$ cat src/rtl/layer_seq_pkg.sv
// Shared state encoding and sign-magnitude Q3.12 helpers for the layer sequencer.
package layer_seq_pkg;

   localparam int unsigned WIDTH    = 16;
   localparam int unsigned FRAC     = 12;
   localparam int unsigned SIGN_BIT = 15;

   typedef enum logic [2:0] {
      StIdle,
      StLoad,
      StRun,
      StCapture,
      StFinish,
      StErr
   } seq_state_e;

   // Sign-magnitude: any value with the sign bit set, including -0, clamps to zero.
   function automatic logic [WIDTH-1:0] relu(input logic [WIDTH-1:0] x);
      return x[SIGN_BIT] ? '0 : x;
   endfunction

endpackage

$ cat src/rtl/mac_watchdog.sv
// Run-phase watchdog: counts enabled cycles and raises tc once TIMEOUT-1 is reached.
module mac_watchdog #(
   parameter int unsigned TIMEOUT = 1024
) (
   input  logic clk,
   input  logic reset,
   input  logic clear,
   input  logic enable,
   output logic tc
);

   localparam int unsigned CW = $clog2(TIMEOUT + 1);

   logic [CW-1:0] count_q;

   always_ff @(posedge clk) begin
      if (reset || clear) begin
         count_q <= '0;
      end else if (enable && !tc) begin
         count_q <= count_q + 1'b1;
      end
   end

   assign tc = (count_q == CW'(TIMEOUT - 1));

endmodule

$ cat src/rtl/layer_sequencer.sv
// Sequences the shared MAC engine across one fully-connected layer, one neuron at a time.
// Build option: define LAYER_SEQ_RELU_EN to clamp negative results to zero at capture.
module layer_sequencer
   import layer_seq_pkg::*;
#(
   parameter int unsigned NUM_NEURONS = 4,
   parameter int unsigned NUM_INPUTS  = 12,
   parameter int          BASE_ADDR   = 0,
   parameter int unsigned MAC_IDLE    = 2,
   parameter int unsigned TIMEOUT     = 1024
) (
   input  logic                              clk,
   input  logic                              reset,
   input  logic                              start,
   output logic                              mac_run,
   output logic signed [31:0]                mac_start,
   output logic signed [31:0]                mac_size,
   input  logic                              mac_done,
   input  logic [WIDTH-1:0]                  mac_out,
   output logic [NUM_NEURONS-1:0][WIDTH-1:0] neuron_out,
   output logic                              out_valid,
   output logic                              busy,
   output logic                              done,
   output logic                              error
);

   localparam int unsigned NW = (NUM_NEURONS > 1) ? $clog2(NUM_NEURONS) : 1;
   localparam int unsigned IW = (MAC_IDLE > 1) ? $clog2(MAC_IDLE) : 1;
   localparam logic [NW-1:0] LAST_N    = NW'(NUM_NEURONS - 1);
   localparam logic [IW-1:0] LAST_IDLE = IW'(MAC_IDLE - 1);

   seq_state_e       state_q;
   logic [NW-1:0]    n_q;
   logic [IW-1:0]    idle_cnt_q;
   logic [WIDTH-1:0] cap_val;
   logic             wd_tc;

`ifdef LAYER_SEQ_RELU_EN
   assign cap_val = relu(mac_out);
`else
   assign cap_val = mac_out;
`endif

   assign mac_size = NUM_INPUTS;

   // Held clear outside RUN, so every neuron starts its RUN phase from zero.
   mac_watchdog #(
      .TIMEOUT (TIMEOUT)
   ) u_watchdog (
      .clk    (clk),
      .reset  (reset),
      .clear  (state_q != StRun),
      .enable (state_q == StRun),
      .tc     (wd_tc)
   );

   always_ff @(posedge clk) begin
      if (reset) begin
         state_q    <= StIdle;
         n_q        <= '0;
         idle_cnt_q <= '0;
         mac_run    <= 1'b0;
         mac_start  <= BASE_ADDR;
         neuron_out <= '0;
         out_valid  <= 1'b0;
         busy       <= 1'b0;
         done       <= 1'b0;
         error      <= 1'b0;
      end else begin
         done <= 1'b0;
         unique case (state_q)
            StIdle, StErr: begin
               if (start) begin
                  state_q    <= StLoad;
                  n_q        <= '0;
                  idle_cnt_q <= '0;
                  mac_start  <= BASE_ADDR;
                  out_valid  <= 1'b0;
                  busy       <= 1'b1;
                  error      <= 1'b0;
               end
            end
            StLoad: begin
               if (idle_cnt_q == LAST_IDLE) begin
                  state_q <= StRun;
                  mac_run <= 1'b1;
               end else begin
                  idle_cnt_q <= idle_cnt_q + 1'b1;
               end
            end
            StRun: begin
               // A completion on the terminal-count cycle still counts as success.
               if (mac_done) begin
                  state_q <= StCapture;
                  mac_run <= 1'b0;
               end else if (wd_tc) begin
                  state_q <= StErr;
                  mac_run <= 1'b0;
                  busy    <= 1'b0;
                  error   <= 1'b1;
               end
            end
            StCapture: begin
               neuron_out[n_q] <= cap_val;
               if (n_q == LAST_N) begin
                  state_q <= StFinish;
               end else begin
                  state_q    <= StLoad;
                  n_q        <= n_q + 1'b1;
                  idle_cnt_q <= '0;
                  mac_start  <= mac_start + NUM_INPUTS;
               end
            end
            StFinish: begin
               state_q   <= StIdle;
               done      <= 1'b1;
               out_valid <= 1'b1;
               busy      <= 1'b0;
            end
            default: begin
               state_q <= StIdle;
               mac_run <= 1'b0;
               busy    <= 1'b0;
            end
         endcase
      end
   end

endmodule

$ cat config.mk
export PLATFORM = sky130hd
export DESIGN_NAME = layer_sequencer
export DESIGN_NICKNAME = d
export VERILOG_FILES = /design/src/rtl/layer_seq_pkg.sv /design/src/rtl/mac_watchdog.sv /design/src/rtl/layer_sequencer.sv
export SDC_FILE = /design/constraint.sdc
export NUM_CORES = 1
export LEC_CHECK = 0
export BUFFER_PORTS_ARGS = -buffer_cell sky130_fd_sc_hd__clkbuf_2
export CAP_MARGIN = 20
export CORE_MARGIN = 4
export CORE_UTILIZATION = 50
export CTS_CLUSTER_DIAMETER = 60
export DETAILED_ROUTE_END_ITERATION = 12
export PLACE_DENSITY = 0.78
export RECOVER_POWER = 100
export SLEW_MARGIN = 20
export SYNTH_ARGS = -nofsm -noshare
export SYNTH_HDL_FRONTEND = slang
export SYNTH_SLANG_ARGS = --single-unit
$ cat constraint.sdc
create_clock -name clk -period 3.5 [get_ports clk]
set_clock_uncertainty 0.1 [all_clocks]
set_input_delay 0.175 -clock clk [delete_from_list [all_inputs] [get_ports clk]]
set_output_delay 0.175 -clock clk [all_outputs]
set_load 0.01 [all_outputs]
Word level (Yosys, flattened, before mapping)
Cells that the tools add are included.
Widths: inputs -> output; s select.

storage, ports and cells
  output and inout bits = 133
  register bits after elaboration = 118
  input bits = 20
  word-level logic and storage cells = 86

operators by class
  bitwise logic cells = 2
  magnitude comparators = 2
  add/sub/neg operators = 4
  equality and inequality tests = 14
  muxes and demuxes = 31
  reduce and logical (&&, ||, !) cells = 19

operator list
  cell                   count
  $bwmux 64              1
  $mux 32                2
  $pmux 32 s2            1
  $add 32x4->32 const B  1
  $demux 16 s2           1
  $mux 16                1
  $mux 3                 5
  $pmux 3 s4             1
  $reduce_and 3->1       4
  $add 11x1->11 const B  1
  $eq 11x10->1 const B   1
  $mux 1                 11
  $ne 2x2->1 const B     5
  $pmux 1 s3             3
  $reduce_and 4->1       2
  $eq 3x2->1 const B     2
  $eq 3x3->1 const B     2
  $reduce_bool 2->1      3
  $mux 2                 2
  $pmux 1 s2             2
  $pmux 2 s2             1
  $reduce_or 2->1        2
  $reduce_or 4->1        1
  $eq 3x1->1 const B     1
  other kinds (14)       16

Depth between registers and ports, before layout
Gate-level depths: netlist (run 1).

  depth in word-level cells = 5
  depth in mapped cells = 8

Hierarchy
From an unflattened synthesis (run 1), not the netlist that was laid out.

unflattened totals
  cells, all modules = 630
  area, all modules = 5093.6 um^2

modules (own cells, without submodules)
  module           area an instance (um^2)  cells an instance  instances
  layer_sequencer  4554.4                   568                1
  mac_watchdog     539.3                    62                 1

Worst setup path after synthesis (run 1)
OpenSTA, ideal clock, no wires.

  path kind = reg2reg
  from = reg mac_start[2]
  to = reg mac_start[28]
  slack = 1.341 ns
  arrival = 1.987 ns
  clock period less this slack = 2.159 ns
  data required time = 3.328 ns
  path buffers = 2
  stages on the path, launching flop included = 8
  path through = dfxtp_1 > inv_1 > ha_1 > or3b_2 > clkbuf_1 > clkbuf_1 > nor4_1 > mux2i_1

between the ends
  word-level cells in the longest chain between the ends = 3

RTL lines
  item                    RTL line                RTL
  start, declared         layer_sequencer.sv:16   output logic signed [31:0] mac_start,
  start signal, assigned  layer_sequencer.sv:111  mac_start <= mac_start + NUM_INPUTS;
  $add 32x4->32           layer_sequencer.sv:111
  $mux 32                 layer_sequencer.sv:105  if (n_q == LAST_N) begin
  $pmux 32 s2             layer_sequencer.sv:71   unique case (state_q)

No other way between the ends. The select of a mux whose other input is x is not followed.
A chain may end at the register's enable or synchronous reset.

Worst setup path in the final report (run 1)
  from = reg state_q[0]
  to = reg mac_start[21]

between the ends
  word-level cells in the longest chain between the ends = 4
  elaborated cells between the ends (all ways) = 9

RTL lines
  item                                                                     RTL line               RTL
  start, declared                                                          layer_sequencer.sv:32  seq_state_e state_q;
  start signal, assigned                                                   layer_sequencer.sv:59  state_q <= StIdle;
  start signal, assigned                                                   layer_sequencer.sv:74  state_q <= StLoad;
  start signal, assigned                                                   layer_sequencer.sv:85  state_q <= StRun;
  $eq 3x3->1 / $logic_not 3->1 (equally long branches)                     layer_sequencer.sv:71
  $reduce_or 2->1                                                          layer_sequencer.sv:71
  $ne 2x2->1 (no source line) / $reduce_bool 2->1 (equally long branches)  -
  $reduce_and 3->1 (no source line)                                        -

Several ways; a longest one is shown, not always the timed one.

==> flow_summary_export.csv, run 1 <==
group,metric,value,unit
critical_path,r2r_setup_slack,0.63,ns
cts,cts_setup_buffers,0,
finish,drive_gt1_frac,0.0779,
synthesis,netlist_area,5180,um^2
drt,viasPerCell,5.52,
critical_path,crit_fanout,31,
critical_path,cp.required,3.83,ns
sta,hold_viol,0,
sta,finalSetupTns,0,ns
sta,max_freq,0.348,GHz
synthesis,synth_cell_type_count,49,
floorplanning,fp-row-count,36,
floorplanning,core_region_area,9910,um^2
critical_path,r2r_end,"mac_start[21]$_SDFFE_PP0P_",
global_routing,antenna_found_initial,0,
sta,finalCritPeriodShare,0.820,
synthesis,syn_avg_cell_area,8.05,um^2
run,maxCapViolCount,0,
placed_design,placed_cell_area,5660,um^2
floorplanning,die_area,12000,um^2
critical_path,timing.rr.start,"state_q[0]$_SDFFE_PP0P_",
global_routing,grt-ovfl-total,0,
pwr,leakage,2.11,nW
cts,cts_buffers,17,
synthesis,yosys.area.top_type_share,0.449,
placed_design,portBuffers,118,
critical_path,worstRegToRegCells,5,
critical_path,cp.arrival,3.20,ns
sta,fin_crit,2.87,ns
sta,worst_pin_slew,0.907,ns
critical_path,worstSetupStartpointType,"flop",
floorplanning,pin_count,153,
drt,drc_errors,0,
finish,layout.nets,783,
synthesis,yosysTopAreaCell,"dfxtp_1",
synthesis,synthTopCellsByArea,"dfxtp_1 45%, nand2_1 12%, a21oi_1 9.1%",
synthesis,synth-edff-count,0,
synthesis,syn_inst,643,
min_path,min_to,"state_q[0]$_SDFFE_PP0P_",
floorplanning,start_util,0.522,
drt,totalWireLength,13.8,mm
cts,ctsHtreeMaxLevel,4,
synthesis,synthArstFlopShare,0,
drt,drtPass1Iterations,4,
drt,vias,4994,
cts,cts_buffer_depth,2,
cts,clock_latency,0.52,ns
placed_design,place_hpwl,9.31,mm
cts,cts_tree,"done",
finish,area_delta_synth_final,21.7,%
global_routing,grt_pass1_vias,4609,
pwr,power,3.52,mW
min_path,hold_path_startpoint,"start",
critical_path,endpoint_kind,"flop",
cts,clkSlewWorstSetupHoldPaths,0.06,ns
drt,avgRoutedWirePerCell,15.3,um
critical_path,criticalPathCategory,"flop to flop",
global_routing,grt_pass1_wl,21.8,mm
sta,finalSetupViolations,0,
sta,drv_slew,0,
synthesis,ys_seq_elements,116,
drt,drtIter0Drc,402,
drt,ant_nets,0,
placed_design,place.gp.congestion,0.795,
synthesis,synthFlopType,"dfxtp_1",
run_status,status,"finished, final reports clean",
global_routing,track_usage,0.229,
sta,grt_setup_unrepaired,"no",
sta,relSlewSlack,0.396,
synthesis,ys.warnings.count,0,
finish,stdcell_area,6300,um^2
min_path,whs_path_depth,4,
floorplanning,die_w,110,um
pwr,p_per_area,558,nW/um^2
cts,cts_root_buf,"clkbuf_8",
finish,final_cell_mix,"159 x nand2_1, 116 x dfxtp_1, 101 x clkbuf_1",
cts,clock_sinks,116,
global_routing,grt_max_degree,46,
sta,whs,0.110,ns
synthesis,yosysSeqAreaShare,0.449,
min_path,min_path_type,"input pin to flop",
pwr,irDropWorstVdd,402,uV
floorplanning,die_y,110,um
finish,final_common_cell,"nand2_1",
metal layers:
metal	up-vias	routed length, um	track usage	part of all wire
met4	0	343	0.114	0.025
met2	208	7000	0.383	0.51
met1	2343	5470	0.270	0.40
li1	2412	-	-	-
met5	-	0	0	0
met3	31	1010	0.0605	0.073
final cells by class:
class,instances,area (um^2)
fillers,892,3610
repair buffers,140,667
inverters,7,26.3
clock inverters,14,176
multi-input cells,475,2510
diodes,1,2.50
well taps,133,166
flip-flops and latches,116,2320
clock buffers,18,428
cell families after synthesis:
group | count (synthesis) | synth area share
compound gates | 136 | 0.150
buf+inv | 84 | 0.0889
xor+xnor | 6 | 0.0101
flops | 116 | 0.449
other cells | 2 | 0.00145
fa+ha+maj | 7 | 0.0164
simple gates | 281 | 0.263
mux | 11 | 0.0213
flip-flops by register name, indices dropped and copies added (netlist names):
name and cells:
done 1, mac_start 30, state_q 3, out_valid 1, neuron_out 64, u_watchdog.count_q 11, error 1, mac_run 1
busy 1, idle_cnt_q 1, n_q 2
where the power goes:
group / switching (mW) / internal [mW] / total [mW]
logic: 0.242 / 0.113 / 0.356
registers: 0.0508 / 1.35 / 1.40
clock network: 0.650 / 1.11 / 1.76
total: 0.943 / 2.58 / 3.52
Yosys cell counts (2+ instances only):
cell type	count
a21o_1	3
a21oi_1	94
a31oi_1	4
and3_1	9
and4_1	4
buf_2	2
buf_4	34
buf_6	2
clkbuf_1	39
conb_1	2
dfxtp_1	116
ha_1	6
inv_1	7
mux2i_1	11
nand2_1	159
nand2b_1	12
nand3_1	17
nand4_1	10
nand4b_1	3
nor2_1	16
nor2b_1	3
nor3_1	4
nor4_1	14
o21ai_0	9
o311ai_0	2
o31ai_1	10
o41ai_1	5
or2_2	3
or3_1	7
or3b_2	2
or4_1	10
or4b_1	3
xnor2_1	5
metrics by stage:
stage	util	setup WS, ns	instances
CTS	0.649	0.758	903
global route	0.636	0.446	903
detailed placement	0.571	0.776	854
floorplan	-	1.34	675
global placement	0.571	0.869	854
finish	0.636	0.630	904
how the worst max path moves through the flow:
stage	from	to	slack (ns)	depth (start not counted)
2_1_floorplan	mac_start[2]$_SDFFE_PP0P_	mac_start[28]$_SDFFE_PP0P_	1.34	7
3_3_place_gp	state_q[0]$_SDFFE_PP0P_	mac_start[21]$_SDFFE_PP0P_	0.87	5
3_5_place_dp	state_q[0]$_SDFFE_PP0P_	mac_start[21]$_SDFFE_PP0P_	0.78	5
4_1_cts	state_q[0]$_SDFFE_PP0P_	mac_start[21]$_SDFFE_PP0P_	0.76	5
5_1_grt	state_q[0]$_SDFFE_PP0P_	mac_start[21]$_SDFFE_PP0P_	0.45	5
6_report	state_q[0]$_SDFFE_PP0P_	mac_start[21]$_SDFFE_PP0P_	0.63	5
worst max-delay path, stage by stage, from the launching register on:
cell	delay (ns)
dfxtp_1	0.63
nand4bb_1	0.34
and3_1	0.59
clkbuf_1	0.38
or4_1	0.56
a21oi_1	0.18
what timing repair did:
item,4_1_cts,5_1_grt
setup endpoints to repair,0,0
gates resized for setup,0,0
hold endpoints to repair,66,0
hold buffers,17,0
(Power assumes the default switching activity.)
==> run 2: changes to the inputs <==
==> constraint.sdc (replaced) <==
create_clock -name clk -period 2.8 [get_ports clk]
set_clock_uncertainty 0.1 [all_clocks]
set_input_delay 0.14 -clock clk [delete_from_list [all_inputs] [get_ports clk]]
set_output_delay 0.14 -clock clk [all_outputs]
set_load 0.01 [all_outputs]
==> flow_summary_export.csv, run 2 (same netlist as run 1, synthesis figures left out) <==
group,metric,value,unit
run_status,status,"finished, final reports clean",
sta,max_freq,0.401,GHz
critical_path,crit_fanout,34,
cts,clock_sinks,116,
critical_path,cp_cell_sequence,"ha_1 -> nand4bb_1 -> and3_1 -> clkbuf_1 -> o31ai_1 -> a21oi_1",
cts,clkSlewWorstSetupHoldPaths,0.06,ns
global_routing,grt-ovfl-total,0,
global_routing,grt_pass1_vias,4469,
finish,area_delta_synth_final,20.3,%
critical_path,cp.arrival,2.82,ns
placed_design,portBuffers,118,
floorplanning,die_w,110,um
drt,viasPerCell,5.42,
cts,post_cts_resize_count,0,
cts,ctsHtreeMaxLevel,4,
critical_path,timing.rr.start,"n_q[0]$_SDFFE_PP0P_",
drt,avgRoutedWirePerCell,14.5,um
global_routing,antenna_found_initial,0,
global_routing,grt_max_degree,80,
finish,final_cell_mix,"159 x nand2_1, 116 x dfxtp_1, 104 x clkbuf_1",
cts,cts_buffer_depth,2,
global_routing,grt_pass1_wl,21.1,mm
cts,clock_latency,0.51,ns
global_routing,track_usage,0.218,
critical_path,criticalPathCategory,"flop to flop",
drt,vias,4913,
run,maxCapViolCount,0,
min_path,whs_path_depth,5,
critical_path,worstRegToRegCells,6,
critical_path,cp.required,3.13,ns
sta,worst_pin_slew,1.04,ns
finish,final_common_cell,"nand2_1",
min_path,min_path_type,"input pin to flop",
cts,cts_setup_buffers,0,
drt,drtIter0Drc,311,
floorplanning,die_y,110,um
min_path,hold_path_startpoint,"start",
cts,cts_tree,"done",
sta,grt_setup_unrepaired,"no",
sta,drv_slew,0,
sta,finalCritPeriodShare,0.891,
sta,finalSetupTns,0,ns
critical_path,slowest_stage,"and3_1",
critical_path,r2r_setup_slack,0.31,ns
sta,hold_viol,0,
pwr,irDropWorstVdd,408,uV
finish,layout.nets,788,
critical_path,r2r_end,"mac_start[7]$_SDFFE_PP0P_",
drt,totalWireLength,13.1,mm
drt,drtPass1Iterations,5,
floorplanning,fp-row-count,36,
floorplanning,pin_count,153,
min_path,min_to,"busy$_SDFFE_PP0P_",
critical_path,worstSetupStartpointType,"flop",
pwr,p_per_area,649,nW/um^2
floorplanning,die_area,12000,um^2
pwr,leakage,2.07,nW
finish,drive_gt1_frac,0.0776,
finish,regMostFlops,"neuron_out",
finish,reg_top3,"neuron_out: 64 flops, mac_start: 30 flops, u_watchdog.count_q: 11 flops",
placed_design,place.gp.congestion,0.817,
sta,relSlewSlack,0.309,
critical_path,endpoint_kind,"flop",
drt,ant_nets,0,
placed_design,place_hpwl,9.09,mm
drt,drc_errors,0,
sta,whs,0.0939,ns
floorplanning,core_region_area,9910,um^2
floorplanning,start_util,0.522,
finish,largest_reg_flops,64,
cts,cts_buffers,17,
sta,fin_crit,2.49,ns
critical_path,cpPeakStageDelay,0.86,ns
cts,cts_root_buf,"clkbuf_8",
sta,finalSetupViolations,0,
finish,diodes,0,
## run 2: worst max path at each step
stage                         startpoint                         end  slack, ns
2_1_floorplan  mac_start[2]$_SDFFE_PP0P_  mac_start[28]$_SDFFE_PP0P_       0.64
3_3_place_gp     state_q[0]$_SDFFE_PP0P_  mac_start[11]$_SDFFE_PP0P_       0.52
3_5_place_dp         n_q[0]$_SDFFE_PP0P_   mac_start[7]$_SDFFE_PP0P_       0.40
4_1_cts              n_q[0]$_SDFFE_PP0P_   mac_start[7]$_SDFFE_PP0P_       0.38
5_1_grt          state_q[1]$_SDFFE_PP0P_   mac_start[6]$_SDFFE_PP0P_       0.13
6_report             n_q[0]$_SDFFE_PP0P_   mac_start[7]$_SDFFE_PP0P_       0.31
## run 2: timing repair
| item | in CTS | in global routing |
|---|---|---|
| hold endpoints to repair | 70 | 0 |
| hold buffers | 17 | 0 |
| setup endpoints to repair | 0 | 0 |
## run 2: worst max-delay path: cells and delay by family (launching register included)
| family | cells | cell delay [ns] |
|---|---|---|
| and+or+nand+nor | 2 | 1.03 |
| adders and majority gates | 1 | 0.25 |
| AOI/OAI and AO/OA | 2 | 0.31 |
| DFF | 1 | 0.40 |
| buffers and inverters | 1 | 0.33 |
## run 2: cell type report
type | instances | area, um^2
fill | 922 | 3680
multi-input combinational | 475 | 2510
sequential | 116 | 2320
timing repair buffer | 145 | 693
clock buffer | 17 | 414
tap | 133 | 166
clock inverter | 13 | 91.3
inverter | 7 | 26.3
## run 2: through the flow
stage          utilization  std cells  setup slack, ns  instance area (um^2)  total power, mW
6_report             0.629        906            0.305                  6230             4.04
2_1_floorplan            -        675            0.641                  5300             2.16
5_1_grt              0.629        906            0.129                  6230             4.22
4_1_cts              0.643        906            0.377                  6370             4.09
3_5_place_dp         0.575        859            0.403                  5700             2.25
3_3_place_gp         0.575        859            0.517                  5700             2.23
## run 2: layer usage
layer  global-route usage  vias up  share of wire
met1                0.282     2260           0.43
met3               0.0417       29          0.069
met5                    0        -              0
met2                0.353      208           0.48
met4               0.0997        0          0.021
li1                     -     2416              -
## run 2: power breakdown
| part | total [mW] | internal [mW] | leakage, nW | switching, mW |
|---|---|---|---|---|
| Combinational | 0.501 | 0.158 | 0.899 | 0.342 |
| Sequential | 1.72 | 1.69 | 0.935 | 0.0262 |
| Clock | 1.83 | 1.07 | 0.233 | 0.760 |
| Total | 4.04 | 2.92 | 2.07 | 1.13 |
==> run 3: changes to the inputs <==
--- a/config.mk
+++ b/config.mk
@@ -11,8 +11,9 @@
 export CORE_UTILIZATION = 50
 export CTS_CLUSTER_DIAMETER = 60
 export DETAILED_ROUTE_END_ITERATION = 12
-export PLACE_DENSITY = 0.78
+export PLACE_DENSITY = 0.87
 export RECOVER_POWER = 100
+export REMOVE_ABC_BUFFERS = 1
 export SLEW_MARGIN = 20
 export SYNTH_ARGS = -nofsm -noshare
 export SYNTH_HDL_FRONTEND = slang
==> flow_summary_export.csv, run 3 (same netlist as run 1, synthesis figures left out) <==
group,metric,value,unit
run_status,status,"finished, final reports clean",
drt,drtPass1Iterations,5,
global_routing,track_usage,0.246,
sta,max_freq,0.396,GHz
global_routing,antenna_found_initial,0,
floorplanning,fp-row-count,36,
run,maxCapViolCount,0,
finish,regArea,2320,um^2
sta,hold_viol,0,
finish,layoutNonFillerInstCount,909,
finish,post-route-util,0.639,
cts,ctsHtreeMaxLevel,4,
global_routing,grt_max_degree,67,
cts,cts_setup_buffers,0,
drt,vias,5130,
drt,viasPerCell,5.64,
min_path,min_to,"state_q[0]$_SDFFE_PP0P_",
global_routing,use_met3,0.0722,
min_path,hold_path_startpoint,"start",
critical_path,cp.arrival,2.85,ns
pwr,irDropWorstVdd,623,uV
critical_path,slowest_stage,"and3_1",
critical_path,r2r_end,"neuron_out[52]$_SDFFE_PP0P_",
finish,final_cell_mix,"159 x nand2_1, 116 x dfxtp_1, 102 x clkbuf_1",
finish,regMostFlops,"neuron_out",
critical_path,timing.rr.start,"state_q[0]$_SDFFE_PP0P_",
placed_design,place_hpwl,9.55,mm
finish,reg_top3,"neuron_out: 64 flops, mac_start: 30 flops, u_watchdog.count_q: 11 flops",
floorplanning,die_w,110,um
sta,grt_setup_unrepaired,"no",
sta,finalSetupTns,0,ns
critical_path,crit_family,"simple AND/OR/NAND/NOR gates",
floorplanning,core_region_area,9910,um^2
critical_path,crit_fanout,16,
sta,finalCritPeriodShare,0.902,
floorplanning,pin_count,153,
drt,totalWireLength,14.7,mm
floorplanning,start_util,0.522,
critical_path,cp_cell_sequence,"buf_4 -> nor2b_1 -> clkbuf_1 -> and3_1 -> nand2_1 -> a21oi_1",
cts,clock_sinks,116,
critical_path,r2r_setup_slack,0.28,ns
critical_path,criticalPathCategory,"flop to flop",
finish,diodes,0,
min_path,whs_path_depth,4,
pwr,p_per_area,686,nW/um^2
min_path,min_path_type,"input pin to flop",
critical_path,cpPeakStageDelay,0.72,ns
pwr,leakage,2.13,nW
finish,fill_cells,855,
sta,worst_pin_slew,0.886,ns
drt,ant_nets,0,
sta,finalSetupViolations,0,
critical_path,worstSetupStartpointType,"flop",
global_routing,grt-busiest-layer,"met2",
critical_path,worstRegToRegCells,6,
global_routing,grt.met1_usage,0.267,
critical_path,endpoint_kind,"flop",
sta,relSlewSlack,0.409,
critical_path,cp.required,3.13,ns
global_routing,grtUsageMet2,0.432,
finish,largest_reg_flops,64,
placed_design,dp.cells,859,
floorplanning,die_y,110,um
drt,drtIter0Drc,430,
drt,avgRoutedWirePerCell,16.1,um
finish,area_delta_synth_final,22.3,%
finish,drive_gt1_frac,0.0812,
sta,setup_slack,0.275,ns
finish,layout.nets,789,
cts,cts_tree,"done",
sta,fin_crit,2.52,ns
cts,clock_latency,0.51,ns
finish,final_common_cell,"nand2_1",
placed_design,place.gp.congestion,0.878,
pwr,power,4.34,mW
cts,cts_buffers,17,
drt,drc_errors,0,
placed_design,dpl_worst_slack,0.423,ns
placed_design,portBuffers,118,
critical_path,critPathBufInv,2,
global_routing,grt_pass1_wl,23.4,mm
cts,cts_root_buf,"clkbuf_8",
floorplanning,die_area,12000,um^2
sta,drv_slew,0,
global_routing,grt_pass1_vias,4988,
finish,multiInputGateArea,2510,um^2
critical_path,worstSetupStartpoint,"state_q[0]$_SDFFE_PP0P_",
cts,clkSlewWorstSetupHoldPaths,0.06,ns
cts,cts_buffer_depth,2,
global_routing,grt-ovfl-total,0,
-- run 3: per-stage QoR --
step,hold WS (ns),area [um^2]
2_1_floorplan,0.109,4860
3_3_place_gp,0.305,5710
3_5_place_dp,0.313,5710
4_1_cts,0.0598,6470
5_1_grt,0.101,6330
6_report,0.0789,6330
-- run 3: worst max path at each step --
stage	end	depth (start not counted)
detailed placement	u_watchdog.count_q[7]$_SDFFE_PP0P_	5
floorplan	mac_start[15]$_SDFFE_PP0P_	4
global placement	u_watchdog.count_q[7]$_SDFFE_PP0P_	5
CTS	u_watchdog.count_q[7]$_SDFFE_PP0P_	5
global route	state_q[2]$_SDFFE_PP0P_	7
finish	neuron_out[52]$_SDFFE_PP0P_	6
-- run 3: power by group --
group          total, mW  internal [mW]  switching (mW)
clock               2.11           1.30           0.812
sequential          1.74           1.69          0.0504
combinational      0.490          0.167           0.323
-- run 3: worst register-to-register path, delay by kind of cell (launching register included) --
family | cells | cell delay (ns)
AND/OR/NAND/NOR | 3 | 1.16
buffers and inverters | 2 | 0.57
AO/OA/AOI/OAI | 1 | 0.20
flip-flops | 1 | 0.41
-- run 3: final cells by class --
cell class / count / share of cell area
Tap cell: 133 / 0.0263
Timing Repair Buffer: 146 / 0.115
Clock inverter: 13 / 0.0233
Inverter: 7 / 0.00415
Sequential cell: 116 / 0.367
Clock buffer: 19 / 0.0682
Multi-Input combinational cell: 475 / 0.397
-- run 3: what timing repair did --
| action | 4_1_cts | 5_1_grt |
|---|---|---|
| hold buffers | 18 | 0 |
| gates resized for setup | 0 | 0 |
| hold endpoints to repair | 72 | 0 |
-- run 3: metal layers --
metal | share of wire | vias to the layer above | wire, um
met5 | 0 | - | 0
met1 | 0.37 | 2419 | 5430
met3 | 0.074 | 52 | 1080
met4 | 0.035 | 0 | 506
li1 | - | 2418 | -
met2 | 0.52 | 241 | 7630
